--- config.mk ---
export PLATFORM = sky130hd
export DESIGN_NAME = sha1_msg_loader_flat
export DESIGN_NICKNAME = d
export VERILOG_FILES = /design/src/rtl/sha1_pkg.sv /design/src/rtl/sha1_msg_loader_if.sv /design/src/rtl/sha1_byte_packer.sv /design/src/rtl/sha1_msg_loader.sv /design/src/flat_wrapper.sv
export SDC_FILE = /design/constraint.sdc
export NUM_CORES = 1
export LEC_CHECK = 0
export CAP_MARGIN = 20
export CORE_MARGIN = 2
export CORE_UTILIZATION = 45
export DETAILED_ROUTE_END_ITERATION = 7
export GPL_TIMING_DRIVEN = 0
export HOLD_SLACK_MARGIN = 0.05
export PLACE_DENSITY = 0.84
export SLEW_MARGIN = 20
export SYNTH_ARGS = -nofsm -noshare
export SYNTH_HDL_FRONTEND = slang
export SYNTH_SLANG_ARGS = --single-unit
--- constraint.sdc ---
create_clock -name clk -period 3.83 [get_ports clk]
set_clock_uncertainty 0.05 [all_clocks]
set_input_delay 0.766 -clock clk [delete_from_list [all_inputs] [get_ports clk]]
set_output_delay 0.766 -clock clk [all_outputs]
set_load 0.01 [all_outputs]
--- src/rtl/sha1_pkg.sv ---
// sha1_pkg: shared loader state encoding, sizing constants and word byte-swap helper
package sha1_pkg;
    typedef enum logic [2:0] {IDLE, FILL, LAST, KICK, HOLD, WAIT, DIGEST, FINISH} state_t;
    localparam int WORD_BYTES = 4;
    localparam int DIGEST_WORDS = 5;
    function automatic logic [31:0] change_endian(input logic [31:0] w);
        return {w[7:0], w[15:8], w[23:16], w[31:24]};
    endfunction
endpackage

--- src/rtl/sha1_msg_loader_if.sv ---
// sha1_msg_loader_if: byte stream handshake feeding the message loader
interface sha1_msg_loader_if;
    logic       byte_valid;
    logic [7:0] byte_data;
    logic       byte_ready;
    modport master (output byte_valid, byte_data, input byte_ready);
    modport slave (input byte_valid, byte_data, output byte_ready);
endinterface

--- src/rtl/sha1_byte_packer.sv ---
// sha1_byte_packer: packs message bytes little-endian into 32-bit words and flags word/message end
module sha1_byte_packer
    import sha1_pkg::*;
(
    input  logic        clk,
    input  logic        reset,
    input  logic        clear,
    input  logic        take,
    input  logic [7:0]  data,
    input  logic [31:0] size,
    output logic [31:0] word,
    output logic        word_done,
    output logic        last
);
    logic [31:0] count;
    logic [31:0] acc;
    logic [1:0]  lane;
    assign lane      = count[1:0];
    assign word      = acc | ({24'b0, data} << {lane, 3'b0});
    assign last      = count + 32'd1 == size;
    assign word_done = lane == 2'(WORD_BYTES - 1) || last;
    always_ff @(posedge clk) begin
        if (reset || clear) begin
            count <= '0;
            acc   <= '0;
        end else if (take) begin
            count <= count + 32'd1;
            acc   <= word_done ? '0 : word;
        end
    end
endmodule

--- src/rtl/sha1_msg_loader.sv ---
// sha1_msg_loader: streams a message into SRAM, kicks the SHA-1 hasher and stores its digest
module sha1_msg_loader
    import sha1_pkg::*;
#(
    parameter int ADDR_W = 16
) (
    input  logic              clk,
    input  logic              reset,
    input  logic              load_start,
    input  logic [ADDR_W-1:0] base_addr,
    input  logic [31:0]       msg_size,
    input  logic [ADDR_W-1:0] digest_addr,
    sha1_msg_loader_if.slave  bs,
    output logic              port_A_clk,
    output logic [ADDR_W-1:0] port_A_addr,
    output logic [31:0]       port_A_data_in,
    output logic              port_A_we,
    output logic              start_hash,
    output logic [31:0]       message_addr,
    output logic [31:0]       message_size,
    input  logic [159:0]      hash,
    input  logic              hash_done,
    output logic              busy,
    output logic              done
);
    localparam logic [ADDR_W-1:0] STEP = ADDR_W'(WORD_BYTES);
    state_t            state;
    logic [ADDR_W-1:0] waddr;
    logic [ADDR_W-1:0] dig_addr;
    logic [159:0]      hreg;
    logic [2:0]        dcnt;
    logic [31:0]       word;
    logic              word_done;
    logic              last;
    logic              take;
    assign port_A_clk = clk;
    assign take       = bs.byte_valid & bs.byte_ready;
    sha1_byte_packer packer (
        .clk       (clk),
        .reset     (reset),
        .clear     (state == IDLE),
        .take      (take),
        .data      (bs.byte_data),
        .size      (message_size),
        .word      (word),
        .word_done (word_done),
        .last      (last)
    );
    always_ff @(posedge clk) begin
        if (reset) begin
            state          <= IDLE;
            bs.byte_ready  <= 1'b0;
            port_A_we      <= 1'b0;
            port_A_addr    <= '0;
            port_A_data_in <= '0;
            start_hash     <= 1'b0;
            message_addr   <= '0;
            message_size   <= '0;
            busy           <= 1'b0;
            done           <= 1'b0;
            waddr          <= '0;
            dig_addr       <= '0;
            hreg           <= '0;
            dcnt           <= '0;
        end else begin
            port_A_we  <= 1'b0;
            start_hash <= 1'b0;
            done       <= 1'b0;
            case (state)
                IDLE: if (load_start) begin
                    message_addr  <= 32'(base_addr);
                    message_size  <= msg_size;
                    waddr         <= base_addr;
                    dig_addr      <= digest_addr;
                    busy          <= 1'b1;
                    bs.byte_ready <= msg_size != 0;
                    start_hash    <= msg_size == 0;
                    state         <= msg_size == 0 ? KICK : FILL;
                end
                FILL: if (take) begin
                    if (word_done) begin
                        port_A_we      <= 1'b1;
                        port_A_addr    <= waddr;
                        port_A_data_in <= word;
                        waddr          <= waddr + STEP;
                    end
                    if (last) begin
                        bs.byte_ready <= 1'b0;
                        state         <= LAST;
                    end
                end
                LAST: begin
                    start_hash <= 1'b1;
                    state      <= KICK;
                end
                KICK: state <= HOLD;
                HOLD: state <= WAIT;
                WAIT: if (hash_done) begin
                    port_A_we      <= 1'b1;
                    port_A_addr    <= dig_addr;
                    port_A_data_in <= change_endian(hash[159:128]);
                    hreg           <= {hash[127:0], 32'b0};
                    dcnt           <= 3'd1;
                    state          <= DIGEST;
                end
                DIGEST: if (dcnt == 3'(DIGEST_WORDS)) begin
                    busy  <= 1'b0;
                    done  <= 1'b1;
                    state <= FINISH;
                end else begin
                    port_A_we      <= 1'b1;
                    port_A_addr    <= port_A_addr + STEP;
                    port_A_data_in <= change_endian(hreg[159:128]);
                    hreg           <= hreg << 32;
                    dcnt           <= dcnt + 3'd1;
                end
                FINISH: state <= IDLE;
                default: state <= IDLE;
            endcase
        end
    end
endmodule

--- src/flat_wrapper.sv ---
// flat-port wrapper written by rule: the top's interface ports become plain ports
module sha1_msg_loader_flat import sha1_pkg::*;
#(
    parameter int ADDR_W = 16
)
  (clk, reset, load_start, base_addr, msg_size, digest_addr, port_A_clk, port_A_addr, port_A_data_in, port_A_we, start_hash, message_addr, message_size, hash, hash_done, busy, done, bs_byte_valid, bs_byte_data, bs_byte_ready);
  sha1_msg_loader_if bs_i ();
  input  logic clk;
  input  logic reset;
  input  logic load_start;
  input  logic [ADDR_W-1:0] base_addr;
  input  logic [31:0] msg_size;
  input  logic [ADDR_W-1:0] digest_addr;
  output logic port_A_clk;
  output logic [ADDR_W-1:0] port_A_addr;
  output logic [31:0] port_A_data_in;
  output logic port_A_we;
  output logic start_hash;
  output logic [31:0] message_addr;
  output logic [31:0] message_size;
  input  logic [159:0] hash;
  input  logic hash_done;
  output logic busy;
  output logic done;
  input wire logic [$bits(bs_i.byte_valid)-1:0] bs_byte_valid;
  input wire logic [$bits(bs_i.byte_data)-1:0] bs_byte_data;
  output wire logic [$bits(bs_i.byte_ready)-1:0] bs_byte_ready;
  assign bs_i.byte_valid = bs_byte_valid;
  assign bs_i.byte_data = bs_byte_data;
  assign bs_byte_ready = bs_i.byte_ready;
  sha1_msg_loader #(.ADDR_W(ADDR_W)) u_core (.clk(clk), .reset(reset), .load_start(load_start), .base_addr(base_addr), .msg_size(msg_size), .digest_addr(digest_addr), .bs(bs_i), .port_A_clk(port_A_clk), .port_A_addr(port_A_addr), .port_A_data_in(port_A_data_in), .port_A_we(port_A_we), .start_hash(start_hash), .message_addr(message_addr), .message_size(message_size), .hash(hash), .hash_done(hash_done), .busy(busy), .done(done));
endmodule
# Word-level counts from Yosys, hierarchy flattened
# Cells that the tools add are included.
dict set report totals {
  in_bits 237
  ram_bits 0
  ff_bits 363
  word_cells 101
  n_memories 0
  rom_bits 0
  out_inout_bits 118
  latch_bits 0
}
dict set report op_classes {
  n_addsub 4
  n_mux 43
  n_shift 1
  n_eq_ne 17
  div_mod_pow 0
  n_reduce_logical 17
  multipliers 0
  n_bitwise 3
  order_cmp 0
}
# cell count
set op_table {}
lappend op_table {{2-to-1 mux 160 bit} 2}
lappend op_table {{one-hot mux 160 bit (2 select lines)} 1}
lappend op_table {{2-to-1 mux 32 bit} 5}
lappend op_table {{2-to-1 mux 16 bit} 7}
lappend op_table {{one-hot mux 32 bit (3 select lines)} 1}
lappend op_table {{one-hot mux 16 bit (3 select lines)} 1}
lappend op_table {{adder 16 x 3 -> 16 bit (second input constant)} 2}
lappend op_table {{adder 32 x 1 -> 32 bit (second input constant)} 1}
lappend op_table {{== test 32 bit} 1}
lappend op_table {{logical NOT 32 bit} 1}
lappend op_table {{bitwise OR 32 bit} 1}
lappend op_table {{one-hot mux 16 bit (2 select lines)} 1}
lappend op_table {{nonzero test 32 bit} 1}
lappend op_table {{left shift 8 x 5 -> 32 bit} 1}
lappend op_table {{one-hot mux 3 bit (8 select lines)} 1}
lappend op_table {{2-to-1 mux 3 bit} 7}
lappend op_table {{== test 3 bit (second input constant)} 5}
lappend op_table {{inequality test 2 bit (second input constant)} 6}
lappend op_table {{2-to-1 mux 1 bit} 11}
lappend op_table {{AND reduction 5 bit} 2}
lappend op_table {{AND reduction 4 bit} 2}
lappend op_table {{== test 3 x 2 -> 1 bit (second input constant)} 2}
lappend op_table {{one-hot mux 1 bit (2 select lines)} 3}
lappend op_table {{one-hot mux 3 bit (2 select lines)} 1}
lappend op_table {{15 further kinds} 19}

# Depth between registers and ports, before layout
# Gate-level depths: netlist of run 1.
dict set report depth {
  ltp_word 6
  depth_mapped 15
  ltp_nobuf 11
}

# Cells and area by module
# From an unflattened synthesis of run 1, not the netlist that was laid out.
dict set report hier_totals {
  cells_unflattened 2035
  hier_area_um2 16933.7
}
# module area_each_um2 cells_each seq_area_each_um2 n_inst
set by_module_without_submodules {}
lappend by_module_without_submodules {sha1_msg_loader 12334.3 1474 5345.1 1}
lappend by_module_without_submodules {sha1_byte_packer 4599.4 561 1281.2 1}

==> summary.txt, run 1 <==
Outcome
  • Status: finished, final reports clean

Final layout
  • Final cell count without fillers: 2809
  • Filler Cell Count: 2741
  • Area grow syn2layout: 39.1%
  • Post-layout nets: 2577
  • Layout cells sized above 1: 8.43%
  • Core Util, Final: 63.8%

Drt
  • Via density per instance: 5.75
  • Antenna violation net count after detailed routing: 0
  • DR pass1 iterations: 7
  • Routed wire per std cell: 20.2 µm
  • Vias: 16200
  • Drt drc: 0
  • Routed Wire Length: 56700 µm
  • DR iter-0 viols: 1564

Pwr
  • Sw frac: 26.7%
  • Psw: 2.34 mW
  • P_int: 6.42 mW
  • Reg power frac: 43.6%
  • Power consumption: 8.76 mW
  • Cell Pwr Density: 420 nW/µm²
  • P_leak: 7.31 nW
  • Comb power frac: 15.0%
  • Max VDD drop: 292 µV
  • Clk pwr share: 41.4%

Floorplan
  • Core area: 32700 µm²
  • Die span in y: 187 µm
  • Die Wd: 187 µm
  • FP Rows: 66
  • Initial Util: 45.8%
  • Die area: 34800 µm²
  • Ports: 355

Yosys
  • Post-synth EDFFs: 0
  • Top cells by area, synth: dfxtp_1 (44%), nand2_1 (9.6%), nor2_1 (7.9%)
  • Mean Syn Cell Area: 7.82 µm²
  • Top FF cell, synth: dfxtp_1
  • Synth cell types: 70
  • Register area share after synthesis: 44.2%
  • FFs w/ async S/R, synth: 0%
  • Post-synthesis register bit count: 331
  • Area fraction of the dominant cell type after synthesis: 44.2%
  • Yosys warning count: 0
  • Post-Syn Instances: 1917
  • Cell Area, Synth: 15000 µm²
  • Area leader, netlist: dfxtp_1

Timing
  • Fin crit period: 3.77 ns
  • Period utilisation layout: 98.5%
  • Fmax: 265 MHz
  • Max-slew headroom at the worst pin: 13.3%
  • Least-Margin Pin Slew: 1.30 ns
  • Final Slew Violations: 0
  • Setup violators final: 0
  • Hold Vio Cnt, Final: 0

Place
  • HPWL after DPL: 43700 µm
  • Port Buffer Count: 337
  • GP Congestion: 0.969
  • Cells after DPL: 2711

Global routing
  • Grt total ovfl: 0
  • Largest net degree at the start of global routing: 15
  • Wire length of the first global-routing pass: 86100 µm
  • Initial antenna violation count: 8
  • Vias in the first global route: 15600
  • GR Util All Layers: 31.3%

Worst setup path
  • CP Data Arrival Time: 4.23 ns
  • CP Launch Type: flop
  • Critical path type: reg2reg
  • Req. time, crit path: 4.28 ns
  • Worst Setup End Kind: flop
  • CP max FO: 10

Job
  • Max_cap viols: 0

Clocking
  • CTS tree: done
  • CTS Hold Bufs: 0
  • Clock transition at path regs: 0.06 ns
  • Worst skew pair latency: 0.65 ns

Hold path
  • Min-delay worst type: reg2reg
## sequential cells by signal (all words and copies together) (netlist names), 3 cells and up
signal	flops
u_core.packer.count	32
u_core.dcnt	3
u_core.state	3
u_core.message_addr	16
u_core.waddr	16
u_core.port_A_data_in	32
u_core.dig_addr	16
u_core.packer.acc	32
u_core.port_A_addr	16
u_core.message_size	32
u_core.hreg	128
## placed cells by master (no fill, tap or decap), types with 10 or more instances in the layout
cell	instances
nand2_1	380
clkdlybuf4s50_1	337
dfxtp_1	319
nor2_1	312
a21oi_1	133
clkbuf_1	130
a311oi_1	97
nor3_1	54
xnor2_1	50
buf_4	48
a221oi_1	43
a211oi_1	39
clkbuf_16	38
a22oi_1	37
xor2_1	29
o21ai_0	22
nand3_1	22
nand4_1	16
conb_1	16
or3_1	13
nor4_1	13
dfxtp_2	12
inv_1	10
buf_6	10
and3_1	10
## cells by family after synthesis
logic type                 share of synthesized area (%)
muxes                                              0.142
xor gates and xnor gates                            4.62
other                                             0.0250
adders and majority gates                          0.417
AOI/OAI and AO/OA                                   20.1
buffers and inverters                               5.28
and+or+nand+nor                                     25.2
DFF                                                 44.2
## power groups by stage
stage               logic [mW]  registers [mW]  clock network (mW)
finish                    1.31            3.82                3.62
global route              1.41            3.84                3.77
floorplan                0.570            3.86              0.0215
CTS                       1.26            3.81                3.64
global placement          1.21            3.88              0.0410
detailed placement        1.23            3.89              0.0410
## metrics by stage
| step | instance area [µm²] | TNS [ns] | hold WS, ns | worst slack [ns] |
|---|---|---|---|---|
| 2_1_floorplan | 15000 | 0 | 0.386 | 0.232 |
| 3_3_place_gp | 19000 | -58.01 | 0.393 | -0.771 |
| 3_5_place_dp | 19000 | -64.87 | 0.397 | -0.842 |
| 4_1_cts | 20500 | 0 | 0.405 | 0.00394 |
| 5_1_grt | 20800 | -0.0993 | 0.429 | -0.0224 |
| 6_report | 20800 | 0 | 0.405 | 0.0564 |
## cell type report
type | count | area, µm² | area share, %
clock inverters | 15 | 168 | 0.804
clock buffers | 52 | 1080 | 5.18
flip-flops and latches | 331 | 6640 | 31.9
plain buffers | 172 | 847 | 4.06
well taps | 442 | 553 | 2.65
multi-input cells | 1416 | 7910 | 38.0
diodes | 6 | 15.0 | 0.0720
inverters | 10 | 37.5 | 0.180
repair buffers | 365 | 3590 | 17.2
## path summary, 6_finish.rpt
kind,end,from,slack [ns],cells after the start
max,u_core.port_A_addr[6]$_SDFFE_PP0P_,u_core.packer.count[8]$_SDFFE_PP0P_,0.06,13
min reg2reg,u_core.message_addr[12]$_SDFFE_PP0P_,u_core.message_addr[12]$_SDFFE_PP0P_,0.40,2
min,u_core.message_addr[12]$_SDFFE_PP0P_,u_core.message_addr[12]$_SDFFE_PP0P_,0.40,2
max reg2reg,u_core.port_A_addr[6]$_SDFFE_PP0P_,u_core.packer.count[8]$_SDFFE_PP0P_,0.06,13
## worst max-delay path, cell delays in order, from the launching register on
cell,delay (ns)
dfxtp_1,0.32
buf_4,0.16
nand4_4,0.14
or3_1,0.38
buf_6,0.16
or3_4,0.39
xor2_1,0.17
a2111o_1,0.48
nor4_4,0.35
nand4_4,0.23
a21oi_4,0.23
buf_12,0.15
clkbuf_2,0.28
a211oi_1,0.12
## routing by layer
metal  up-vias  wire [µm]  share of wire, %  global-route usage (%)
li1       7555          -                 -                       -
met1      7578      20900                37                    35.8
met2       837      27400                48                    53.5
met3       187       5140               9.1                    7.82
met4         6       3190               5.6                    17.5
met5         -         40             0.071                       0
## Yosys cell counts (3+ instances only)
cell / count
dfxtp_1: 331
nor2b_1: 8
ha_1: 5
nand3_1: 24
nor3_1: 55
a21oi_1: 138
and3_1: 10
or3_1: 15
a311oi_1: 97
clkbuf_1: 133
o21ai_0: 27
o211ai_1: 3
a221oi_1: 44
nand2_1: 382
buf_1: 7
nand2b_1: 7
or2_2: 3
and4_1: 5
a31oi_1: 8
a211oi_1: 46
buf_2: 14
xor2_1: 29
o21ai_1: 4
nand4_1: 16
buf_4: 19
nor2_1: 314
a22oi_1: 37
nor4_1: 17
xnor2_1: 50
o32ai_1: 4
o31ai_1: 3
inv_1: 10
and2_1: 6
or4_1: 3
a21o_1: 3
## repair_timing
| item | CTS | global route |
|---|---|---|
| endpoints found under the hold margin | 0 | 0 |
| setup buffers | 15 | 16 |
| resized for setup | 42 | 70 |
| endpoints found under the setup margin | 98 | 94 |
| pin swaps | 8 | 16 |
Note: power is estimated with default switching activity, not from simulation.
==> run 2: changes to the inputs <==
TNS_END_PERCENT = 30   (was unset)
==> results of run 2 <==
The final DEF is identical to that of run 1; final timing and power are the same.
==> run 3: changes to the inputs <==
PLACE_DENSITY = 0.78   (was 0.84)
==> run 3 against run 2 <==
Compared with the run above:
- utilization shrank 0.48 points
- clock-buffer cell count grew 1
- critical path depth grew 1
- largest cell class unchanged
- sequential power is essentially flat
- combinational power is essentially flat
- design area shrank 0.75%
- wire length shrank 0.38%
- cell count shrank 0.39%
- clock power grew 4%
- power grew 1.2%
- setup slack gained 0.024 ns
- sequential cell count is the same
==> summary.txt, run 3 (synthesis results as in run 1) <==
Drt
  • Vias: 15900 (-1.9%)
  • Drt drc: 0 (unchanged)
  • Routed wire per std cell: 20.2 µm (about the same)
  • Antenna violation net count after detailed routing: 0 (unchanged)
  • Via density per instance: 5.67 (-1.5%)
  • Routed Wire Length: 56500 µm (-0.38%)
  • DR iter-0 viols: 1495 (-4.4%)
  • DR pass1 iterations: 5 (-2)

Global routing
  • GR Util All Layers: 31.3% (about the same)
  • Vias in the first global route: 15400 (-1.4%)
  • Initial antenna violation count: 6 (-2)
  • Wire length of the first global-routing pass: 86000 µm (-0.11%)
  • Grt total ovfl: 0 (unchanged)
  • Largest net degree at the start of global routing: 15 (unchanged)

Place
  • Area post-placement: 19000 µm² (unchanged)
  • Worst slack, placed: -0.910 ns (-0.0682 ns)
  • HPWL after DPL: 44100 µm (+0.94%)
  • Port Buffer Count: 337 (unchanged)
  • GP Congestion: 0.927 (-4.4%)

Timing
  • Fin crit period: 3.75 ns (-0.0243 ns)
  • Fin Hold WS: 0.405 ns (+0.000407 ns)
  • RSZ-0062 raised after global routing: yes
  • Final Slew Violations: 0 (unchanged)
  • Fmax: 267 MHz (+0.65%)
  • Period utilisation layout: 97.9% (-0.64 points)
  • Setup violators final: 0 (unchanged)
  • Max-slew headroom at the worst pin: 28.5% (+15 points)
  • Least-Margin Pin Slew: 1.07 ns (-0.228 ns)
  • Hold Vio Cnt, Final: 0 (unchanged)
  • Setup ws final: 0.0807 ns (+0.0243 ns)

Final layout
  • Multi-input gate area: 7850 µm² (-0.85%)
  • Top reg by flops: u_core.hreg
  • Seq. cell area: 6640 µm² (about the same)
  • Most common cell after layout, fill and taps aside: nand2_1
  • Commonest non-fill, non-tap cells in the layout: nand2_1 (380), clkdlybuf4s50_1 (337), dfxtp_1 (326)
  • Layout cells sized above 1: 7.48% (-0.95 points)
  • Post-layout instance area: 20700 µm² (-0.75%)
  • Filler Cell Count: 2895 (+5.6%)
  • Post-layout nets: 2568 (-0.35%)
  • Area grow syn2layout: 38.0%
  • Core Util, Final: 63.3% (-0.48 points)
  • Number of flip-flops in the largest register: 128 (unchanged)

Pwr
  • Reg power frac: 43.2% (-0.4 points)
  • Comb power frac: 14.4% (-0.6 points)
  • Psw: 2.33 mW (-0.64%)
  • Sw frac: 26.3% (-0.49 points)
  • P_int: 6.54 mW (+1.9%)
  • Max VDD drop: 332 µV (+14%)
  • Clk pwr share: 42.4% (+1.0 points)
  • Cell Pwr Density: 429 nW/µm² (+2.0%)
  • P_leak: 7.29 nW (-0.31%)
  • Power consumption: 8.87 mW (+1.2%)

Job
  • Max_cap viols: 0 (unchanged)

Worst setup path
  • Worst-path cell chain: nand4_1 -> or4_4 -> buf_4 -> nor2_4 -> o22ai_2 -> or4b_4 -> nor4_4 -> nand4_4 -> a21oi_4 -> buf_12 -> buf_4 -> buf_8 -> nor2_1 -> a211oi_1
  • Worst path buffer plus inverter count: 4 (unchanged)
  • CP Launch Type: flop
  • CP Data Arrival Time: 4.24 ns (about the same)
  • Worst Setup End Kind: flop
  • Worst path most repeated cell: buf_4
  • CP peak stage delay: 0.56 ns (+0.08 ns)
  • CP max FO: 10 (unchanged)
  • CP max-delay cell: or4_4
  • Req. time, crit path: 4.32 ns (+0.04 ns)
  • Crit-path leading delay family: simple AND/OR/NAND/NOR gates
  • Critical path type: reg2reg

Floorplan
  • Die Wd: 187 µm (unchanged)
  • FP Rows: 66 (unchanged)
  • Initial Util: 45.8% (unchanged)
  • Core area: 32700 µm² (unchanged)
  • Die area: 34800 µm² (unchanged)
  • Ports: 355 (unchanged)
  • Die span in y: 187 µm (unchanged)

Clocking
  • CTS tree: done
  • Worst skew pair latency: 0.63 ns (-0.02 ns)
  • Clock transition at path regs: 0.06 ns (about the same)
  • CTS Hold Bufs: 0 (unchanged)

Hold path
  • Min-delay worst type: reg2reg

Outcome
  • Status: finished, final reports clean
## run 3: final timing paths
kind / start / end / slack, ns / cells past startpoint
min reg2reg: u_core.message_addr[12]$_SDFFE_PP0P_ / u_core.message_addr[12]$_SDFFE_PP0P_ / 0.40 / 2
min: u_core.message_addr[12]$_SDFFE_PP0P_ / u_core.message_addr[12]$_SDFFE_PP0P_ / 0.40 / 2
max reg2reg: u_core.packer.count[19]$_SDFFE_PP0P_ / u_core.port_A_data_in[0]$_SDFFE_PP0P_ / 0.08 / 14
max: u_core.packer.count[19]$_SDFFE_PP0P_ / u_core.port_A_data_in[0]$_SDFFE_PP0P_ / 0.08 / 14
## run 3: layout make-up
class / count / share of cell area [%]
flip-flops and latches: 331 / 32.1
inverters: 10 / 0.181
multi-input cells: 1416 / 37.9
clock buffers: 53 / 5.60
plain buffers: 173 / 3.89
well taps: 442 / 2.67
diodes: 3 / 0.0363
repair buffers: 353 / 16.9
clock inverters: 17 / 0.708
## run 3: what timing repair did
item	4_1_cts	5_1_grt
setup endpoints to repair	98	94
gates resized for setup	39	41
endpoints found under the hold margin	0	0
pin swaps	8	13
setup buffers	11	6
## run 3: power groups by stage
| stage | combinational (mW) | clock [mW] | sequential (mW) |
|---|---|---|---|
| floorplan | 0.570 | 0.0215 | 3.86 |
| global placement | 1.21 | 0.0410 | 3.89 |
| detailed placement | 1.23 | 0.0410 | 3.89 |
| CTS | 1.25 | 3.78 | 3.82 |
| global route | 1.38 | 3.92 | 3.84 |
| finish | 1.28 | 3.76 | 3.83 |
## run 3: worst min-delay path, stage by stage (launching register included)
cell	delay [ns]
dfxtp_1	0.31
nand2_1	0.05
a21oi_1	0.05
## run 3: stage by stage
stage | TNS [ns] | cells
after floorplan | 0 | 1932
after global placement | -73.09 | 2711
after detailed placement | -71.23 | 2711
after CTS | 0 | 2789
after global routing | -2.18 | 2796
final | 0 | 2798
## run 3: routing by layer
layer	GRT usage (%)	part of all wire [%]	vias up	routed length, µm
met5	0	0.073	-	41
met4	15.2	5.0	6	2830
met3	6.86	8.1	163	4560
met2	53.7	48	708	27300
met1	37.1	39	7447	21800
li1	-	-	7532	-
